File: src/rtl/irq_ctrl.sv
// Multi-channel interrupt controller.
// Latches edge- or level-triggered requests per channel, masks them with a
// software-written enable, and hands the lowest-index pending channel to the
// core through a registered irr/ack handshake. The next request waits until
// the core signals end-of-interrupt.
module irq_ctrl #(
   parameter int               N_IRQ     = 4,
   parameter logic [N_IRQ-1:0] EDGE_MASK = {N_IRQ{1'b1}},
   localparam int              ID_W      = $clog2(N_IRQ)
) (
   input  logic             clk,
   input  logic             reset,
   input  logic [N_IRQ-1:0] src,
   input  logic             en_we,
   input  logic [N_IRQ-1:0] en_wdata,
   output logic             irr,
   output logic [ID_W-1:0]  irq_id,
   input  logic             ack,
   input  logic             eoi,
   output logic [N_IRQ-1:0] pending,
   output logic [N_IRQ-1:0] enable,
   output logic             in_service
);

   typedef enum logic [1:0] {IDLE, REQ, SERVICE} state_t;

   state_t            state_reg, state_next;
   logic              irr_reg, irr_next;
   logic [ID_W-1:0]   irq_id_reg, irq_id_next;
   logic              in_service_reg, in_service_next;
   logic [N_IRQ-1:0]  pending_reg, pending_next;
   logic [N_IRQ-1:0]  enable_reg;
   logic [N_IRQ-1:0]  src_q_reg;
   logic [N_IRQ-1:0]  set_cond;
   logic [N_IRQ-1:0]  ack_clr;
   logic [N_IRQ-1:0]  req_vec;
   logic [ID_W-1:0]   req_id;

   // Per-channel set/clear. A set in the same cycle as the clearing ack wins,
   // so a fresh edge or a still-high level is never dropped.
   genvar gi;
   generate
      for (gi = 0; gi < N_IRQ; gi++) begin : g_chan
         if (EDGE_MASK[gi]) begin : g_edge
            assign set_cond[gi] = src[gi] & ~src_q_reg[gi];
         end else begin : g_level
            assign set_cond[gi] = src[gi];
         end
         assign ack_clr[gi]      = (state_reg == REQ) && ack && (irq_id_reg == ID_W'(gi));
         assign pending_next[gi] = set_cond[gi] | (pending_reg[gi] & ~ack_clr[gi]);
      end
   endgenerate

   assign req_vec = pending_reg & enable_reg;

   // Priority encoder: lowest set index has the highest priority.
   always_comb begin
      req_id = '0;
      for (int i = N_IRQ - 1; i >= 0; i--) begin
         if (req_vec[i]) req_id = ID_W'(i);
      end
   end

   // Next-state and registered-output values of the handshake FSM.
   always_comb begin
      state_next      = state_reg;
      irr_next        = irr_reg;
      irq_id_next     = irq_id_reg;
      in_service_next = in_service_reg;
      case (state_reg)
         IDLE: begin
            if (req_vec != '0) begin
               state_next  = REQ;
               irr_next    = 1'b1;
               irq_id_next = req_id;
            end
         end
         REQ: begin
            if (ack) begin
               state_next      = SERVICE;
               irr_next        = 1'b0;
               in_service_next = 1'b1;
            end
         end
         SERVICE: begin
            if (eoi) begin
               state_next      = IDLE;
               in_service_next = 1'b0;
            end
         end
         default: begin
            state_next      = IDLE;
            irr_next        = 1'b0;
            in_service_next = 1'b0;
         end
      endcase
   end

   // All state and outputs registered; reset clears everything at once.
   always_ff @(posedge clk) begin
      if (reset) begin
         state_reg      <= IDLE;
         irr_reg        <= 1'b0;
         irq_id_reg     <= '0;
         in_service_reg <= 1'b0;
         pending_reg    <= '0;
         enable_reg     <= '0;
         src_q_reg      <= '0;
      end else begin
         state_reg      <= state_next;
         irr_reg        <= irr_next;
         irq_id_reg     <= irq_id_next;
         in_service_reg <= in_service_next;
         pending_reg    <= pending_next;
         src_q_reg      <= src;
         if (en_we) enable_reg <= en_wdata;
      end
   end

   assign irr        = irr_reg;
   assign irq_id     = irq_id_reg;
   assign in_service = in_service_reg;
   assign pending    = pending_reg;
   assign enable     = enable_reg;

endmodule

File: config.mk
export PLATFORM = sky130hd
export DESIGN_NAME = irq_ctrl
export DESIGN_NICKNAME = d
export VERILOG_FILES = /design/src/rtl/irq_ctrl.sv
export SDC_FILE = /design/constraint.sdc
export NUM_CORES = 1
export LEC_CHECK = 0
export ABC_AREA = 1
export ABC_CLOCK_PERIOD_IN_PS = 1500
export CAP_MARGIN = 20
export CORE_MARGIN = 2
export CORE_UTILIZATION = 46
export DETAILED_ROUTE_END_ITERATION = 8
export PLACE_DENSITY_LB_ADDON = 0.2
export SLEW_MARGIN = 25
export SYNTH_ARGS = -nofsm -noshare
export SYNTH_HDL_FRONTEND = slang
export SYNTH_SLANG_ARGS = --single-unit
export TNS_END_PERCENT = 1
File: constraint.sdc
create_clock -name clk -period 1.5 [get_ports clk]
set_input_delay 0.45 -clock clk [delete_from_list [all_inputs] [get_ports clk]]
set_output_delay 0.45 -clock clk [all_outputs]
set_load 0.01 [all_outputs]
==> results of run 1 <==
-- power breakdown --
part	switching (W)	internal (W)
clock network	0.000155	0.0000936
logic	0.0000955	0.0000959
registers	0.0000310	0.000519
-- cells in the mapped netlist, drive strengths merged --
cell	instances
o21ai	11
dfxtp	18
buf	1
a21oi	3
nor2	16
nor3	4
a31oi	1
nand2	26
inv	18
nand3	2
-- kinds of logic after synthesis --
family,share of synthesized area [%]
buffers and inverters,10.4
AND/OR/NAND/NOR,29.4
AO/OA/AOI/OAI,10.5
flip-flops,49.7
-- through the flow --
step,utilization [%],setup WS [ns]
floorplan,-,0.596
global placement,66.6,0.0151
detailed placement,66.6,0.00449
CTS,67.2,0.0752
global route,67.2,0.0369
finish,67.2,0.0791
-- layout make-up --
class                           count  area (um2)
Timing Repair Buffer               26         240
Tap cell                           16        20.0
Multi-Input combinational cell     63         289
Clock buffer                        3        22.5
Sequential cell                    18         362
Fill cell                         151         488
Inverter                           18        67.6
-- path summary, 6_finish.rpt --
kind	depth (start not counted)	slack, ns	to	start
worst max-delay path	1	0.08	enable[0]	enable[0]$_SDFFE_PP0P_
worst min-delay path	3	0.47	pending[0]$_SDFF_PP0_	src_q_reg[0]$_SDFF_PP0_
worst max register to register	6	0.54	irq_id[0]$_SDFFE_PP0P_	state_reg[0]$_SDFFE_PP0P_
worst min register to register	3	0.47	pending[0]$_SDFF_PP0_	src_q_reg[0]$_SDFF_PP0_
-- per-layer routing --
| layer | GRT usage [%] | wire length (um) |
|---|---|---|
| met1 | 22.5 | 710 |
| met3 | 5.00 | 99 |
| met4 | 12.7 | 44 |
| met2 | 25.9 | 668 |
| met5 | 0 | 0 |
-- worst min-delay path: cells and delay by family (launching register included) --
| family | cells | cell delay (ns) |
|---|---|---|
| buffers and inverters | 1 | 0.04 |
| flip-flops | 1 | 0.31 |
| AND/OR/NAND/NOR | 1 | 0.04 |
| AO/OA/AOI/OAI | 1 | 0.05 |
-- repair_timing --
item                                    CTS  global route
gates resized for setup                  13             0
endpoints found under the setup margin   12             0
hold buffers                              0             0
==> metrics.txt, run 1 <==
status completed; Pins Over Slew Limit 0; worst-path cell chain dlygate4sd2_1; PwrDens 989 mW/mm2; Syn Inst Count 100; antenna-violating nets left 0; Slew HR 84.6%; fin area 0.00100 mm2; vias in the first global route 583; leak pwr 0.517 nW; Slew @ Worst Pin 0.230 ns; io pins 25; Remaining DRCs 0; Clock Path Buffers 2; Synth-to-Final Area Change 38.2%; Initial Util 48.7%; worst path arrival time 0.97 ns; Clock Sinks 18; final wirelength 1520 um; fin crit share 94.7%; Reg clk slew, reported paths 0.11 ns; Non-Filler Instances 144; initial antenna violation count 0; post-synthesis register bit count 18; Die Area 0.00191 mm2; CTS root buf clkbuf_4; clk_lat worst skew 0.30 ns; share of the yosys chip area belonging to registers 49.7%; drt first pass iters 4; Cell Rows 14; FMAX 704 MHz; commonest non-fill, non-tap cells in the layout nand2_1 (22), dfxtp_1 (17), inv_1 (15), nor2_1 (14); setup TNS 0 ns; share of layout cells above drive strength 1 13.3%; total track usage 17.8%; die width 43.7 um; Power, Total 0.000990 W; Final setup viols 0; Final nets 143; Crit Path Category reg2out; Hold Slack 0.473 ns; H-tree levels 1; max_cap viols 0; Post-DP Area 992 um2; DP HPWL 1120 um; Syn Nets 113; RSZ-0062 raised after global routing false; synthesized area 724 um2; Inserted Clock Buffers 3; input/output buffers 24; Worst EP required 1.05 ns; initial DRC count 9; dpl cells 141; post-DR wirelength/cell 10.6 um; Worst Path Buf+Inv 1; CTS tree done; Startpoint Class flip-flop; die height 43.7 um; Netlist cell types 14; CP peak stage delay 0.38 ns; largest net degree at the start of global routing 13; top cell type's share of synthesized area 49.7%; via count 678; top cells by area, synth dfxtp_1 (50%), nand2_1 (11%), inv_1 (7.8%), nor2_1 (7.3%), o21ai_1 (5.5%); worst-path maximum fanout 3; clk_skew 0.00764 ns; cell taking the most area after synthesis dfxtp_1; endpoint type of the worst setup path output port; family with the most delay on the worst path flip-flops; CP max stage cell dfxtp_1; Diodes inserted 0; Synth Warn # 0; final RePlAce weighted congestion 0.766; Post-CTS Setup Inserts 0; Avg Cell Area, Syn 7.24 um2; GR Overflow Total 0; Hold Path Class reg2reg; Via density 4.71; post-layout minimum cycle time 1.42 ns; most common cell after layout, fill and taps aside nand2_1; first-pass GRT wire length 2390 um; Hold Fails Final Rpt 0; total core area 0.00149 mm2; maximum vdd drop 0.715 mV
No activity file was read; power rests on OpenSTA's default activity.
==> run 2: changes to the inputs <==
CELL_PAD_IN_SITES_DETAIL_PLACEMENT = 0   (was default)
CELL_PAD_IN_SITES_GLOBAL_PLACEMENT = 1   (was default)
CORE_UTILIZATION = 32   (was 46)
GPL_TIMING_DRIVEN = 0   (was default)
==> run 2 against run 1 <==
  * Via count decreased by 0.74%
  * Final cell count up 8.3%
  * Non-clock buffer count shrank 1
  * Combinational power hardly changed
  * Sequential cell count is the same
  * First-iteration DRC count shrank 67%
  * Maximum frequency is 1.5% higher
  * Register-to-register slack worse by 0.02 ns
  * Power rose by 4.5%
  * Cell area rose by 2.4%
  * Critical endpoint is now pending[0]
  * Highest routed layer unchanged
==> metrics.txt, run 2 (same netlist as run 1, synthesis figures left out) <==
status completed; Reg clk slew, reported paths 0.10 ns (about the same); final wirelength 1530 um (+0.46%); total track usage 13.7% (-4.2 points); CTS tree done; CP max stage cell dfxtp_1; vias in the first global route 622 (+6.7%); commonest non-fill, non-tap cells in the layout nand2_1 (22), inv_1 (15), dfxtp_1 (15), nor2_1 (14); post-layout minimum cycle time 1.40 ns (-0.0206 ns); FILL cells 255 (+69%); hold buffer count at CTS 0 (unchanged); family with the most delay on the worst path flip-flops; total core area 0.00217 mm2 (+46%); endpoint type of the worst setup path output port; Via density 4.31 (-8.4%); Diodes inserted 0 (unchanged); max_cap viols 0 (unchanged); Worst EP required 1.05 ns (about the same); RSZ-0062 raised after global routing false; input/output buffers 24 (unchanged); Cell Rows 17 (+3); worst-path cell chain dlygate4sd2_1; CTS root buf clkbuf_4; Hold Path Class reg2reg; worst-path maximum fanout 3 (unchanged); maximum vdd drop 0.763 mV (+6.8%); H-tree levels 1 (unchanged); DP HPWL 1170 um (+4.6%); Crit Path Category reg2out; CP peak stage delay 0.38 ns (about the same); share of layout cells above drive strength 1 14.8% (+1.6 points); worst path arrival time 0.95 ns (-0.02 ns); Clock Path Buffers 2 (unchanged); die width 51.6 um (+18%); Hold Fails Final Rpt 0 (unchanged); Hold Slack 0.476 ns (+0.00277 ns); io pins 25 (unchanged); Die Area 0.00266 mm2 (+39%); Startpoint Class flip-flop; Slew HR 81.5% (-3.0 points); largest net degree at the start of global routing 11 (-2); fin crit share 93.4% (-1.4 points); most common cell after layout, fill and taps aside nand2_1; initial DRC count 3 (-6); Clock Sinks 18 (unchanged); post-DR wirelength/cell 9.81 um (-7.3%); Initial Util 33.4% (-15 points); GR Overflow Total 0 (unchanged); first-pass GRT wire length 2670 um (+12%); Synth-to-Final Area Change 41.5%; via count 673 (-0.74%); Slew @ Worst Pin 0.276 ns (+0.0454 ns); clk_lat worst skew 0.29 ns (about the same); antenna-violating nets left 0 (unchanged); Power, Total 0.00103 W (+4.5%); FMAX 714 MHz (+1.5%); Remaining DRCs 0 (unchanged); Post-CTS Setup Inserts 0 (unchanged); drt first pass iters 3 (-1); PwrDens 1010 mW/mm2 (+2.1%); Final setup viols 0 (unchanged); die height 51.6 um (+18%); Worst Path Buf+Inv 1 (unchanged); clk_skew 0.00182 ns (-0.00582 ns); Pins Over Slew Limit 0 (unchanged); final RePlAce weighted congestion 0.775 (+1.3%); Final nets 142 (-0.70%); initial antenna violation count 0 (unchanged); leak pwr 0.520 nW (+0.58%); Inserted Clock Buffers 3 (unchanged)
-- run 2: where the power goes --
group / internal (W) / switching [W] / total, W
Combinational: 0.0000945 / 0.0000956 / 0.000190
Clock: 0.000148 / 0.000146 / 0.000294
Sequential: 0.000520 / 0.0000306 / 0.000550
-- run 2: layout make-up --
class	instances	area [um2]	share of cell area (%)
well taps	28	35.0	3.42
clock buffers	4	36.3	3.54
repair buffers	24	225	22.0
flip-flops and latches	18	364	35.5
inverters	18	67.6	6.59
multi-input cells	63	289	28.2
plain buffers	1	7.51	0.733
-- run 2: what timing repair did --
item                                   4_1_cts  5_1_grt
setup endpoints to repair                   12        0
gates resized for setup                     15        0
endpoints found under the hold margin        0        0
-- run 2: worst paths after layout --
path | startpoint | to | slack [ns] | cells after the start
setup / recovery | pending[0]$_SDFF_PP0_ | pending[0] | 0.1 | 1
hold / removal | src_q_reg[3]$_SDFF_PP0_ | pending[3]$_SDFF_PP0_ | 0.48 | 3
setup reg to reg | state_reg[0]$_SDFFE_PP0P_ | pending[1]$_SDFF_PP0_ | 0.52 | 3
hold reg to reg | src_q_reg[3]$_SDFF_PP0_ | pending[3]$_SDFF_PP0_ | 0.48 | 3
-- run 2: routing by layer --
metal	wire, um	part of all wire [%]	GRT usage [%]
met5	0	0	0
met2	675	44	21.4
met3	115	7.5	6.03
met4	15	0.98	2.63
met1	724	47	17.5
-- run 2: metrics by stage --
stage                     setup WS [ns]  setup TNS (ns)  util (%)  cells  instance area, um2
final                            0.0996               0      47.2    156                1020
after global routing             0.0324               0      47.2    156                1020
after CTS                        0.0779               0      47.2    156                1020
after detailed placement         -0.123           -1.07      46.1    152                1000
after global placement           -0.115          -0.976      46.1    152                1000
after floorplan                   0.596               0         -    100                 724
==> run 3: changes to the inputs <==
REMOVE_ABC_BUFFERS = 1   (was default)
==> run 3 against run 2 <==
  * Setup slack lost 0.020 ns
  * Routed wire length shrank 2.8%
  * Critical path type unchanged
  * Final cell count shrank 0.64%
  * Clock power shrank 2%
  * Clock skew is essentially flat
==> metrics.txt, run 3 (same netlist as run 1, synthesis figures left out) <==
maximum vdd drop 0.673 mV (-12%); antenna-violating nets left 0 (unchanged); Hold Path Class reg2reg; max_cap viols 0 (unchanged); Pins Over Slew Limit 0 (unchanged); Slew @ Worst Pin 0.302 ns (+0.0258 ns); RSZ-0062 raised after global routing false; FILL cells 253 (-0.78%); Initial Util 33.4% (unchanged); first-pass GRT wire length 2770 um (+3.9%); vias in the first global route 679 (+9.2%); Clock Path Buffers 2 (unchanged); Final nets 141 (-0.70%); leak pwr 0.514 nW (-1.0%); Inserted Clock Buffers 3 (unchanged); total core area 0.00217 mm2 (unchanged); post-layout minimum cycle time 1.42 ns (+0.0197 ns); family with the most delay on the worst path flip-flops; Slew HR 79.8% (-1.7 points); largest net degree at the start of global routing 13 (+2); CP peak stage delay 0.39 ns (about the same); Diodes inserted 0 (unchanged); initial antenna violation count 0 (unchanged); GR Overflow Total 0 (unchanged); DP HPWL 1130 um (-3.3%); CTS tree done; initial DRC count 4 (+1); die height 51.6 um (unchanged); PwrDens 1010 mW/mm2 (about the same); Die Area 0.00266 mm2 (unchanged); M1 wire length 744 um (+2.8%); final RePlAce weighted congestion 0.765 (-1.3%); die width 51.6 um (unchanged); commonest non-fill, non-tap cells in the layout nand2_1 (22), dfxtp_1 (17), inv_1 (15), nor2_1 (14); Top Layer Used met4; clk_skew 0.00181 ns (-0.0000145 ns); final wirelength 1490 um (-2.8%); met3 wire length 105 um (-8.7%); H-tree levels 1 (unchanged); status completed; Worst EP required 1.05 ns (about the same); post-DR wirelength/cell 9.59 um (-2.2%); Cell Rows 17 (unchanged); fin crit share 94.7% (+1.3 points); Startpoint Class flip-flop; setup TNS 0 ns (unchanged); clk_lat worst skew 0.29 ns (about the same); worst-path maximum fanout 4 (+1); Clock Sinks 18 (unchanged); worst-path cell chain dlygate4sd2_1; input/output buffers 24 (unchanged); endpoint type of the worst setup path output port; Hold Fails Final Rpt 0 (unchanged); FMAX 704 MHz (-1.4%); drt first pass iters 3 (unchanged); Via density 4.25 (-1.4%); Final Util 46.8% (-0.46 points); Final setup viols 0 (unchanged); Reg clk slew, reported paths 0.10 ns (about the same); Crit Path Category reg2out; Worst Path Buf+Inv 1 (unchanged); via count 659 (-2.1%); CTS root buf clkbuf_4; io pins 25 (unchanged); most common cell after layout, fill and taps aside nand2_1; Remaining DRCs 0 (unchanged); Synth-to-Final Area Change 40.1%; share of layout cells above drive strength 1 12.6% (-2.2 points); worst path arrival time 0.97 ns (+0.02 ns); met2 routed WL 624 um (-7.6%); total track usage 13.9% (+0.25 points); CP max stage cell dfxtp_1
## run 3: changes by cell type in the layout (fill, tap and decap cells not counted)
cell     change
dfxtp_1      +2
dfxtp_2      -2
buf_4        -1
## run 3: report_power, final
group / total [W] / switching, W / internal [W]
logic: 0.000188 / 0.0000955 / 0.0000927
registers: 0.000548 / 0.0000298 / 0.000519
clock network: 0.000288 / 0.000140 / 0.000148
total: 0.00102 / 0.000266 / 0.000759
## run 3: path summary, 6_finish.rpt
path	from	to	slack, ns	cells after the start
hold / removal	src_q_reg[2]$_SDFF_PP0_	pending[2]$_SDFF_PP0_	0.48	3
setup reg to reg	state_reg[0]$_SDFFE_PP0P_	pending[2]$_SDFF_PP0_	0.52	3
setup / recovery	irq_id[1]$_SDFFE_PP0P_	irq_id[1]	0.08	1
hold reg to reg	src_q_reg[2]$_SDFF_PP0_	pending[2]$_SDFF_PP0_	0.48	3
## run 3: stage by stage
stage          hold slack, ns  instance area, um2  power [W]  setup slack, ns  cells
2_1_floorplan           0.438                 717   0.000656            0.596     99
3_3_place_gp            0.449                 992   0.000768          -0.0782    151
3_5_place_dp            0.457                 992   0.000770          -0.0922    151
4_1_cts                 0.486                1010    0.00105           0.0669    155
5_1_grt                 0.518                1010    0.00111           0.0185    155
6_report                0.479                1010    0.00102           0.0799    155
## run 3: cell type report
class	count	area [um2]	area share, %
flip-flops and latches	18	362	35.6
multi-input cells	63	289	28.5
repair buffers	24	225	22.2
inverters	18	67.6	6.66
clock buffers	4	36.3	3.58
well taps	28	35.0	3.45
## run 3: per-layer routing
metal | vias to the layer above | GRT usage, %
met5 | - | 0
met4 | 0 | 3.95
met3 | 2 | 5.46
met2 | 21 | 22.2
met1 | 276 | 17.3
li1 | 360 | -
## run 3: timing repair
action	4_1_cts	5_1_grt
gates resized for setup	13	0
setup buffers	0	0
hold buffers	0	0
endpoints found under the setup margin	12	0
